===== src/rtl/video_raster_timing_gen_pkg.sv =====
// Shared raster geometry, flag types and decode helpers for the video timing slice.
// LED/font judges import this to size their HCTR/VCTR inputs.
package video_raster_timing_gen_pkg;

  localparam int CTR_W   = 9;
  localparam int FRAME_W = 8;
  localparam int VCTR_W  = 8;

  localparam int H_TOTAL  = 394;
  localparam int H_ACT    = 320;
  localparam int HS_START = 337;
  localparam int HS_WIDTH = 29;
  localparam int V_TOTAL  = 262;
  localparam int V_ACT    = 240;
  localparam int VS_START = 243;
  localparam int VS_WIDTH = 3;

  typedef struct packed {
    logic hsync;
    logic vsync;
    logic csync;
    logic de;
    logic sol;
    logic sof;
  } flags_t;

  // Window edges kept at 10 bits so START+WIDTH cannot overflow a 9-bit counter.
  typedef struct packed {
    logic [9:0] h_act;
    logic [9:0] hs_lo;
    logic [9:0] hs_hi;
    logic [9:0] v_act;
    logic [9:0] vs_lo;
    logic [9:0] vs_hi;
  } bounds_t;

  function automatic flags_t decode_flags(input logic [CTR_W-1:0] h,
                                          input logic [CTR_W-1:0] v,
                                          input bounds_t b);
    logic [9:0] h10;
    logic [9:0] v10;
    flags_t f;
    h10     = {1'b0, h};
    v10     = {1'b0, v};
    f.hsync = (h10 >= b.hs_lo) && (h10 < b.hs_hi);
    f.vsync = (v10 >= b.vs_lo) && (v10 < b.vs_hi);
    f.csync = f.vsync ? ~f.hsync : f.hsync;
    f.de    = (h10 < b.h_act) && (v10 < b.v_act);
    f.sol   = (h == '0);
    f.sof   = (h == '0) && (v == '0);
    return f;
  endfunction

  // Lines past 255 pin to 255 so they never alias an active line index.
  function automatic logic [VCTR_W-1:0] sat_line(input logic [CTR_W-1:0] v);
    return v[CTR_W-1] ? {VCTR_W{1'b1}} : v[VCTR_W-1:0];
  endfunction

endpackage


===== src/rtl/video_raster_timing_gen_if.sv =====
// Pixel-enable/restart inputs and the registered raster outputs of the timing generator.
interface video_raster_timing_gen_if;
  import video_raster_timing_gen_pkg::*;

  logic                CK_EE_i;
  logic                FRAME_RST_i;
  logic [CTR_W-1:0]    HCTRs_o;
  logic [VCTR_W-1:0]   VCTRs_o;
  logic [CTR_W-1:0]    VLINEs_o;
  logic                HSYNC_o;
  logic                VSYNC_o;
  logic                CSYNC_o;
  logic                DE_o;
  logic                SOL_o;
  logic                SOF_o;
  logic [FRAME_W-1:0]  FRAME_CTRs_o;

  modport master (
    input  CK_EE_i, FRAME_RST_i,
    output HCTRs_o, VCTRs_o, VLINEs_o, HSYNC_o, VSYNC_o, CSYNC_o,
           DE_o, SOL_o, SOF_o, FRAME_CTRs_o
  );

  modport slave (
    output CK_EE_i, FRAME_RST_i,
    input  HCTRs_o, VCTRs_o, VLINEs_o, HSYNC_o, VSYNC_o, CSYNC_o,
           DE_o, SOL_o, SOF_o, FRAME_CTRs_o
  );
endinterface


===== src/rtl/video_raster_timing_gen_mod_ctr.sv =====
// Modulo-N counter with enable, synchronous clear (priority) and a wrap carry.
// count_next is exposed so flag decode can be registered alongside the count.
module video_raster_timing_gen_mod_ctr #(
  parameter int WIDTH  = 9,
  parameter int MODULO = 394
) (
  input  logic             clk,
  input  logic             rst_n,
  input  logic             en,
  input  logic             clr,
  output logic [WIDTH-1:0] count,
  output logic [WIDTH-1:0] count_next,
  output logic             wrap
);
  localparam logic [WIDTH-1:0] LAST = WIDTH'(MODULO - 1);

  logic [WIDTH-1:0] count_reg;

  always_comb begin
    wrap       = en & ~clr & (count_reg == LAST);
    count_next = count_reg;
    if (clr) begin
      count_next = '0;
    end else if (en) begin
      count_next = wrap ? '0 : count_reg + WIDTH'(1);
    end
  end

  always_ff @(posedge clk or negedge rst_n) begin
    if (!rst_n) begin
      count_reg <= '0;
    end else begin
      count_reg <= count_next;
    end
  end

  assign count = count_reg;
endmodule


===== src/rtl/video_raster_timing_gen.sv =====
// Raster counters and syncs for the video pipe; one pixel per CK_EE_i enable.
// Flags decode the next-state counters and register with them, so all outputs are coherent.
module video_raster_timing_gen
  import video_raster_timing_gen_pkg::*;
#(
  parameter int C_H_TOTAL  = H_TOTAL,
  parameter int C_H_ACT    = H_ACT,
  parameter int C_HS_START = HS_START,
  parameter int C_HS_WIDTH = HS_WIDTH,
  parameter int C_V_TOTAL  = V_TOTAL,
  parameter int C_V_ACT    = V_ACT,
  parameter int C_VS_START = VS_START,
  parameter int C_VS_WIDTH = VS_WIDTH
) (
  input logic                       CK_i,
  input logic                       XARST_i,
  video_raster_timing_gen_if.master vid
);
  localparam bounds_t BOUNDS = '{
    h_act: 10'(C_H_ACT),
    hs_lo: 10'(C_HS_START),
    hs_hi: 10'(C_HS_START + C_HS_WIDTH),
    v_act: 10'(C_V_ACT),
    vs_lo: 10'(C_VS_START),
    vs_hi: 10'(C_VS_START + C_VS_WIDTH)
  };

  logic               ce;
  logic               frame_rst;
  logic               started_reg;
  logic               h_en, h_clr, h_wrap;
  logic               v_en, v_wrap;
  logic               f_en;
  logic               f_wrap_unused;
  logic [CTR_W-1:0]   h_count, h_next;
  logic [CTR_W-1:0]   v_count, v_next;
  logic [FRAME_W-1:0] f_count, f_next_unused;
  flags_t             flags_next, flags_reg;
  logic [VCTR_W-1:0]  vctr_next, vctr_reg;

  assign ce        = vid.CK_EE_i;
  assign frame_rst = vid.FRAME_RST_i;

  // The first enable after reset only presents (0,0); counting starts on the next one.
  assign h_en  = ce & started_reg;
  assign h_clr = ce & frame_rst;
  assign v_en  = h_en & h_wrap;
  assign f_en  = (v_en & v_wrap) | h_clr;

  video_raster_timing_gen_mod_ctr #(.WIDTH(CTR_W), .MODULO(C_H_TOTAL)) u_h_ctr (
    .clk        (CK_i),
    .rst_n      (XARST_i),
    .en         (h_en),
    .clr        (h_clr),
    .count      (h_count),
    .count_next (h_next),
    .wrap       (h_wrap)
  );

  video_raster_timing_gen_mod_ctr #(.WIDTH(CTR_W), .MODULO(C_V_TOTAL)) u_v_ctr (
    .clk        (CK_i),
    .rst_n      (XARST_i),
    .en         (v_en),
    .clr        (h_clr),
    .count      (v_count),
    .count_next (v_next),
    .wrap       (v_wrap)
  );

  video_raster_timing_gen_mod_ctr #(.WIDTH(FRAME_W), .MODULO(1 << FRAME_W)) u_f_ctr (
    .clk        (CK_i),
    .rst_n      (XARST_i),
    .en         (f_en),
    .clr        (1'b0),
    .count      (f_count),
    .count_next (f_next_unused),
    .wrap       (f_wrap_unused)
  );

  always_comb begin
    flags_next = decode_flags(h_next, v_next, BOUNDS);
    vctr_next  = sat_line(v_next);
  end

  // Flags load only on enable, so pulses hold across CK_EE_i=0 cycles.
  always_ff @(posedge CK_i or negedge XARST_i) begin
    if (!XARST_i) begin
      started_reg <= 1'b0;
      flags_reg   <= '0;
      vctr_reg    <= '0;
    end else if (ce) begin
      started_reg <= 1'b1;
      flags_reg   <= flags_next;
      vctr_reg    <= vctr_next;
    end
  end

  assign vid.HCTRs_o      = h_count;
  assign vid.VLINEs_o     = v_count;
  assign vid.VCTRs_o      = vctr_reg;
  assign vid.FRAME_CTRs_o = f_count;
  assign vid.HSYNC_o      = flags_reg.hsync;
  assign vid.VSYNC_o      = flags_reg.vsync;
  assign vid.CSYNC_o      = flags_reg.csync;
  assign vid.DE_o         = flags_reg.de;
  assign vid.SOL_o        = flags_reg.sol;
  assign vid.SOF_o        = flags_reg.sof;
endmodule


===== src/flat_wrapper.sv =====
// flat-port wrapper written by rule: the top's interface ports become plain ports
module video_raster_timing_gen_flat import video_raster_timing_gen_pkg::*;
#(
  parameter int C_H_TOTAL  = H_TOTAL,
  parameter int C_H_ACT    = H_ACT,
  parameter int C_HS_START = HS_START,
  parameter int C_HS_WIDTH = HS_WIDTH,
  parameter int C_V_TOTAL  = V_TOTAL,
  parameter int C_V_ACT    = V_ACT,
  parameter int C_VS_START = VS_START,
  parameter int C_VS_WIDTH = VS_WIDTH
)
  (CK_i, XARST_i, vid_CK_EE_i, vid_FRAME_RST_i, vid_HCTRs_o, vid_VCTRs_o, vid_VLINEs_o, vid_HSYNC_o, vid_VSYNC_o, vid_CSYNC_o, vid_DE_o, vid_SOL_o, vid_SOF_o, vid_FRAME_CTRs_o);
  video_raster_timing_gen_if vid_i ();
  input logic CK_i;
  input logic XARST_i;
  input wire logic [$bits(vid_i.CK_EE_i)-1:0] vid_CK_EE_i;
  input wire logic [$bits(vid_i.FRAME_RST_i)-1:0] vid_FRAME_RST_i;
  output wire logic [$bits(vid_i.HCTRs_o)-1:0] vid_HCTRs_o;
  output wire logic [$bits(vid_i.VCTRs_o)-1:0] vid_VCTRs_o;
  output wire logic [$bits(vid_i.VLINEs_o)-1:0] vid_VLINEs_o;
  output wire logic [$bits(vid_i.HSYNC_o)-1:0] vid_HSYNC_o;
  output wire logic [$bits(vid_i.VSYNC_o)-1:0] vid_VSYNC_o;
  output wire logic [$bits(vid_i.CSYNC_o)-1:0] vid_CSYNC_o;
  output wire logic [$bits(vid_i.DE_o)-1:0] vid_DE_o;
  output wire logic [$bits(vid_i.SOL_o)-1:0] vid_SOL_o;
  output wire logic [$bits(vid_i.SOF_o)-1:0] vid_SOF_o;
  output wire logic [$bits(vid_i.FRAME_CTRs_o)-1:0] vid_FRAME_CTRs_o;
  assign vid_i.CK_EE_i = vid_CK_EE_i;
  assign vid_i.FRAME_RST_i = vid_FRAME_RST_i;
  assign vid_HCTRs_o = vid_i.HCTRs_o;
  assign vid_VCTRs_o = vid_i.VCTRs_o;
  assign vid_VLINEs_o = vid_i.VLINEs_o;
  assign vid_HSYNC_o = vid_i.HSYNC_o;
  assign vid_VSYNC_o = vid_i.VSYNC_o;
  assign vid_CSYNC_o = vid_i.CSYNC_o;
  assign vid_DE_o = vid_i.DE_o;
  assign vid_SOL_o = vid_i.SOL_o;
  assign vid_SOF_o = vid_i.SOF_o;
  assign vid_FRAME_CTRs_o = vid_i.FRAME_CTRs_o;
  video_raster_timing_gen #(.C_H_TOTAL(C_H_TOTAL), .C_H_ACT(C_H_ACT), .C_HS_START(C_HS_START), .C_HS_WIDTH(C_HS_WIDTH), .C_V_TOTAL(C_V_TOTAL), .C_V_ACT(C_V_ACT), .C_VS_START(C_VS_START), .C_VS_WIDTH(C_VS_WIDTH)) u_core (.CK_i(CK_i), .XARST_i(XARST_i), .vid(vid_i));
endmodule

===== config.mk =====
export PLATFORM = sky130hd
export DESIGN_NAME = video_raster_timing_gen_flat
export DESIGN_NICKNAME = d
export VERILOG_FILES = /design/src/rtl/video_raster_timing_gen_pkg.sv /design/src/rtl/video_raster_timing_gen_if.sv /design/src/rtl/video_raster_timing_gen_mod_ctr.sv /design/src/rtl/video_raster_timing_gen.sv /design/src/flat_wrapper.sv
export SDC_FILE = /design/constraint.sdc
export NUM_CORES = 1
export LEC_CHECK = 0
export ABC_AREA = 0
export CAP_MARGIN = 20
export CORE_AREA = 10 10 77 79
export DETAILED_ROUTE_END_ITERATION = 10
export DIE_AREA = 0 0 87 89
export PLACE_DENSITY = 0.77
export SKIP_CTS_REPAIR_TIMING = 1
export SLEW_MARGIN = 20
export SYNTH_ARGS = -nofsm -noshare
export SYNTH_HDL_FRONTEND = slang
export SYNTH_HIERARCHICAL = 1
export SYNTH_SLANG_ARGS = --single-unit

===== constraint.sdc =====
create_clock -name CK_i -period 3.59 [get_ports CK_i]
set_input_delay 0.718 -clock CK_i [delete_from_list [all_inputs] [get_ports CK_i]]
set_output_delay 0.718 -clock CK_i [all_outputs]
set_load 0.05 [all_outputs]

-- Word level (Yosys, flattened, before mapping)
Cells that the tools add are included.
- $add $sub $neg: 3
- magnitude comparators: 6
- eq/ne operators: 3
- muxes and demuxes: 9
- bitwise gates (word level): 12
- reduce and logical (&&, ||, !) cells: 6
- operator list (cell ; number):
    9-bit two-way mux ; 6
    9-bit by 1-bit adder with 9-bit output (second input constant) ; 2
    9-bit equality test (second input constant) ; 2
    9-bit zero test ; 2
    9-bit by 8-bit less-than comparator with 1-bit output (second input constant) ; 2
    9-bit less-than comparator (second input constant) ; 2
    8-bit two-way mux ; 2
    1-bit AND ; 9
    9-bit by 8-bit >= comparator with 1-bit output (second input constant) ; 1
    9-bit >= comparator (second input constant) ; 1
    8-bit by 1-bit adder with 8-bit output (second input constant) ; 1
    8-bit equality test (second input constant) ; 1
    1-bit logical AND ; 4
    1-bit inverter ; 2
    1-bit two-way mux ; 1
    1-bit bitwise OR ; 1
- bits in registers: 41
- input port bits: 4
- output and inout bits: 40
- logic and storage cells: 50

-- Logic depth before layout (Yosys ltp)
- depth in word-level cells: 13
- depth in mapped cells: 14
- depth with buffers taken out: 12

-- Hierarchy
The synthesis kept the hierarchy.
- by module, submodules not included (module ; times used ; cells an instance ; area an instance (um2)):
    video_raster_timing_gen ; 1 ; 70 ; 713.2
    video_raster_timing_gen_mod_ctr (u_core.u_h_ctr) ; 1 ; 51 ; 540.5
    video_raster_timing_gen_mod_ctr (u_core.u_v_ctr) ; 1 ; 47 ; 474.2
    video_raster_timing_gen_mod_ctr (u_core.u_f_ctr) ; 1 ; 44 ; 434.2

-- Worst setup path after synthesis
No wires, ideal clock.
- path kind: in2reg
- from: input port vid_CK_EE_i
- to: register u_core.flags_reg, in the netlist u_core/vid.CSYNC_o
- library setup time: 0.079 ns
- arrival time: 3.634 ns
- setup slack: -0.123 ns
- stages: 14
- buffers on the path: 3
- path through: clkbuf_1 and2_1 buf_4 nand4b_4 nor4_1 and3_1 buf_4 nand4_1 or3_2 a21oi_1 nand4_2 a2111oi_4 mux2i_1 mux2i_1
- RTL lines (what ; RTL line ; text):
    start, declared ; flat_wrapper.sv:17 ; input wire logic [$bits(vid_i.CK_EE_i)-1:0] vid_CK_EE_i;
    1-bit AND (*) ; video_raster_timing_gen.sv:45 ; assign h_en = ce & started_reg;
    named net u_core.h_en ; video_raster_timing_gen.sv:31 ; logic h_en, h_clr, h_wrap;
    1-bit AND (*) (2 in series) ; video_raster_timing_gen_mod_ctr.sv:20 ; wrap = en & ~clr & (count_reg == LAST);
    named net u_core.h_wrap ; video_raster_timing_gen.sv:31 ;
    1-bit AND (*) ; video_raster_timing_gen.sv:47 ; assign v_en = h_en & h_wrap;
    named net u_core.v_en ; video_raster_timing_gen.sv:32 ; logic v_en, v_wrap;
    1-bit AND (2 in series) ; video_raster_timing_gen_mod_ctr.sv:20 ;
    9-bit two-way mux ; video_raster_timing_gen_mod_ctr.sv:25 ; count_next = wrap ? '0 : count_reg + WIDTH'(1);
    9-bit two-way mux (*) ; video_raster_timing_gen_mod_ctr.sv:24 ; end else if (en) begin
    9-bit two-way mux (*) ; video_raster_timing_gen_mod_ctr.sv:22 ; if (clr) begin
    named net u_core.v_next[5] ; video_raster_timing_gen.sv:36 ; logic [CTR_W-1:0] v_count, v_next;
    9-bit by 8-bit >= comparator with 1-bit output or 9-bit by 8-bit less-than comparator with 1-bit output (tied branches) ; video_raster_timing_gen_pkg.sv:46 ; f.vsync = (v10 >= b.vs_lo) && (v10 < b.vs_hi);
    1-bit logical AND (*) ; video_raster_timing_gen_pkg.sv:46 ;
    1-bit two-way mux (*) ; video_raster_timing_gen_pkg.sv:47 ; f.csync = f.vsync ? ~f.hsync : f.hsync;
    end signal, assigned ; video_raster_timing_gen.sv:93 ; flags_reg <= flags_next;
    end, declared ; video_raster_timing_gen.sv:38 ; flags_t flags_next, flags_reg;
The timed path passes the listed nets; every way through them passes the cells marked *.
A chain may end at the register's enable or synchronous reset.

-- Final worst setup path
- from: input port vid_CK_EE_i
- to: register u_core.flags_reg, in the netlist u_core/vid.CSYNC_o
- longest elaborated chain between the ends: 13
- RTL lines (what ; RTL line ; text):
    1-bit AND (*) ; video_raster_timing_gen.sv:46 ; assign h_clr = ce & frame_rst;
    named net u_core.h_clr ; video_raster_timing_gen.sv:31 ;
    1-bit inverter (*) ; video_raster_timing_gen_mod_ctr.sv:20 ;
    1-bit AND (*) (2 in series) ; video_raster_timing_gen_mod_ctr.sv:20 ;
    named net u_core.h_wrap ; video_raster_timing_gen.sv:31 ;
    1-bit AND (*) ; video_raster_timing_gen.sv:47 ;
    named net u_core.v_en ; video_raster_timing_gen.sv:32 ;
    1-bit AND (2 in series) ; video_raster_timing_gen_mod_ctr.sv:20 ;
    9-bit two-way mux ; video_raster_timing_gen_mod_ctr.sv:25 ;
    9-bit two-way mux (*) ; video_raster_timing_gen_mod_ctr.sv:24 ;
    9-bit two-way mux (*) ; video_raster_timing_gen_mod_ctr.sv:22 ;
    named net u_core.v_next[5] ; video_raster_timing_gen.sv:36 ;
    9-bit by 8-bit >= comparator with 1-bit output or 9-bit by 8-bit less-than comparator with 1-bit output (tied branches) ; video_raster_timing_gen_pkg.sv:46 ;
    1-bit logical AND (*) ; video_raster_timing_gen_pkg.sv:46 ;
    1-bit two-way mux (*) ; video_raster_timing_gen_pkg.sv:47 ;
Marks and branches as above.

==> results.cfg <==
[global_routing]
grt_util_met3_pct = 3.83
grt_max_degree = 42
overflow = 0
grt_pass1_wl_um = 8780
use_met2_pct = 23.3
antenna_found_initial = 0
use_met1_pct = 17.9
grt-busiest-layer = met2
grt_pass1_vias = 1748
grt_usage_pct = 14.3

[clock_network]
cts-root-buf = clkbuf_8
clock-sinks = 41
cts_made_buffers = 5
cts_max_level = 2
clkLatencyLatePin_ns = 0.29
max-clock-path-buffers = 2
tritoncts = built
clk_pin_slew_ns = 0.08

[timing]
skew_ns = 0.00760
hold_viol = 0
tightest_slew_ns = 0.904
period_share_pct = 94.5
fin_crit_ns = 3.39
report.final.slew_viol_count = 0
relSlewSlack_pct = 39.7
setup_viol = 0
max_freq_mhz = 295
fin_hold_ws_ns = 0.506
tns_ns = 0

[finish]
nFillCells = 349
diodes = 0
layout-drive-gt1-share_pct = 19.5
area_delta_synth_final_pct = 36.1
fin_nets = 290
multi_input_area_um2 = 1050
seq_area_um2 = 1030
final_cells = 336

[floorplanning]
die-area_um2 = 7740
dieHeight_um = 89
core-area_um2 = 4540
dieWidth_um = 87
rows = 25
io_pins = 44
start_util_pct = 47.6

[pwr]
finalPower_mw = 1.17
p_switching_mw = 0.371
power.leakage_nw = 1.26
power_frac_seq_pct = 44.9
p_comb_share_pct = 22.1
peakVddDrop_uv = 295
internal-power_mw = 0.800
swShare_pct = 31.7
clkPwrFrac_pct = 33.0
power.density_nw_per_um2 = 399

[placement]
port_buffers = 43
place_hpwl_um = 4070
place_inst = 326
finalWeightedCongestion = 0.866

[critical_path]
start_kind = primary input
endpoint_kind = register
crit_required_ns = 3.81
worstPathArrival_ns = 3.61
path_max_fanout = 5
critPathKind = primary input to register

[logic_synthesis]
synth.avg_cell_area_um2 = 10.2
syn-cell-area_um2 = 2160
syn_nets = 220
synthCells = 211
synth_warnings = 6

[routing]
drc_errors = 0
ant_nets = 0
post_drt_via_cell_ratio = 5.63
wire_per_inst_um = 16.5
initialDrtViolationCount = 130
vias = 1893
totalWireLength_um = 5550
firstDrtPassIters = 4

[outcome]
status = complete, no violations

[flow_run]
maxCapViolations = 0

[worst_hold_path]
hold_path.class = register to register
## critical path, stage by stage
cell,delay (ns)
clkdlybuf4s50_1,0.46
and2_1,0.18
nand4b_4,0.17
nor4_1,0.21
and3_2,0.27
nand4_1,0.20
or3_2,0.52
a21oi_2,0.21
nand4_2,0.15
a2111oi_4,0.26
mux2i_1,0.13
mux2i_1,0.14
## path summary, 6_finish.rpt
check | cells after the start | slack (ns) | to | start
min in group asynchronous | 1 | 0.55 | u_core/u_h_ctr/count[4] | XARST_i
worst max register to register | 12 | 0.63 | u_core/vid.CSYNC_o | u_core/u_h_ctr/count[1]
worst min register to register | 1 | 0.51 | u_core/vid.VCTRs_o[6] | u_core/vid.VCTRs_o[6]
worst min-delay path | 1 | 0.51 | u_core/vid.VCTRs_o[6] | u_core/vid.VCTRs_o[6]
max in group asynchronous | 1 | 2.47 | u_core/vid.HSYNC_o | XARST_i
worst max-delay path | 12 | 0.20 | u_core/vid.CSYNC_o | vid_CK_EE_i
## layout make-up
type	instances	area share [%]
clock buffers	6	2.81
clock inverters	2	1.28
inverters	10	1.28
multi-input cells	152	35.7
flip-flops and latches	41	34.9
well taps	54	2.30
repair buffers	71	21.6
## cells in the final DEF, fill, tap and decap left out, types with 5 or more instances in the layout
cell type / n
or3_1: 8
ha_1: 5
o21ai_0: 10
clkdlybuf4s50_1: 42
xor2_1: 8
nor4_1: 5
nor2_1: 25
clkbuf_8: 6
inv_1: 10
a21oi_1: 12
nand4_1: 11
nand2_1: 9
buf_4: 28
nand3_1: 7
dfrtp_1: 41
## metal layers
| metal | routed length, um | vias up | part of all wire [%] |
|---|---|---|---|
| li1 | - | 907 | - |
| met1 | 2510 | 927 | 45 |
| met2 | 2690 | 53 | 48 |
| met3 | 279 | 6 | 5.0 |
| met4 | 70 | 0 | 1.3 |
| met5 | 0 | - | 0 |
## power groups by stage
stage	Clock, mW	Sequential, mW	Combinational (mW)
2_1_floorplan	0	0.621	0.0779
3_3_place_gp	0	0.533	0.254
3_5_place_dp	0	0.535	0.258
4_1_cts	0.399	0.526	0.260
5_1_grt	0.422	0.532	0.274
6_report	0.387	0.526	0.258
## per-stage QoR
| stage | setup WS, ns | area [um^2] | util [%] |
|---|---|---|---|
| final | 0.199 | 2940 | 64.7 |
| after global routing | -0.00289 | 2940 | 64.7 |
| after CTS | 0.0510 | 2920 | 64.3 |
| after detailed placement | -0.218 | 2800 | 61.7 |
| after global placement | -0.132 | 2800 | 61.7 |
| after floorplan | 0.0660 | 2160 | - |
Note: power is estimated with default switching activity, not from simulation.
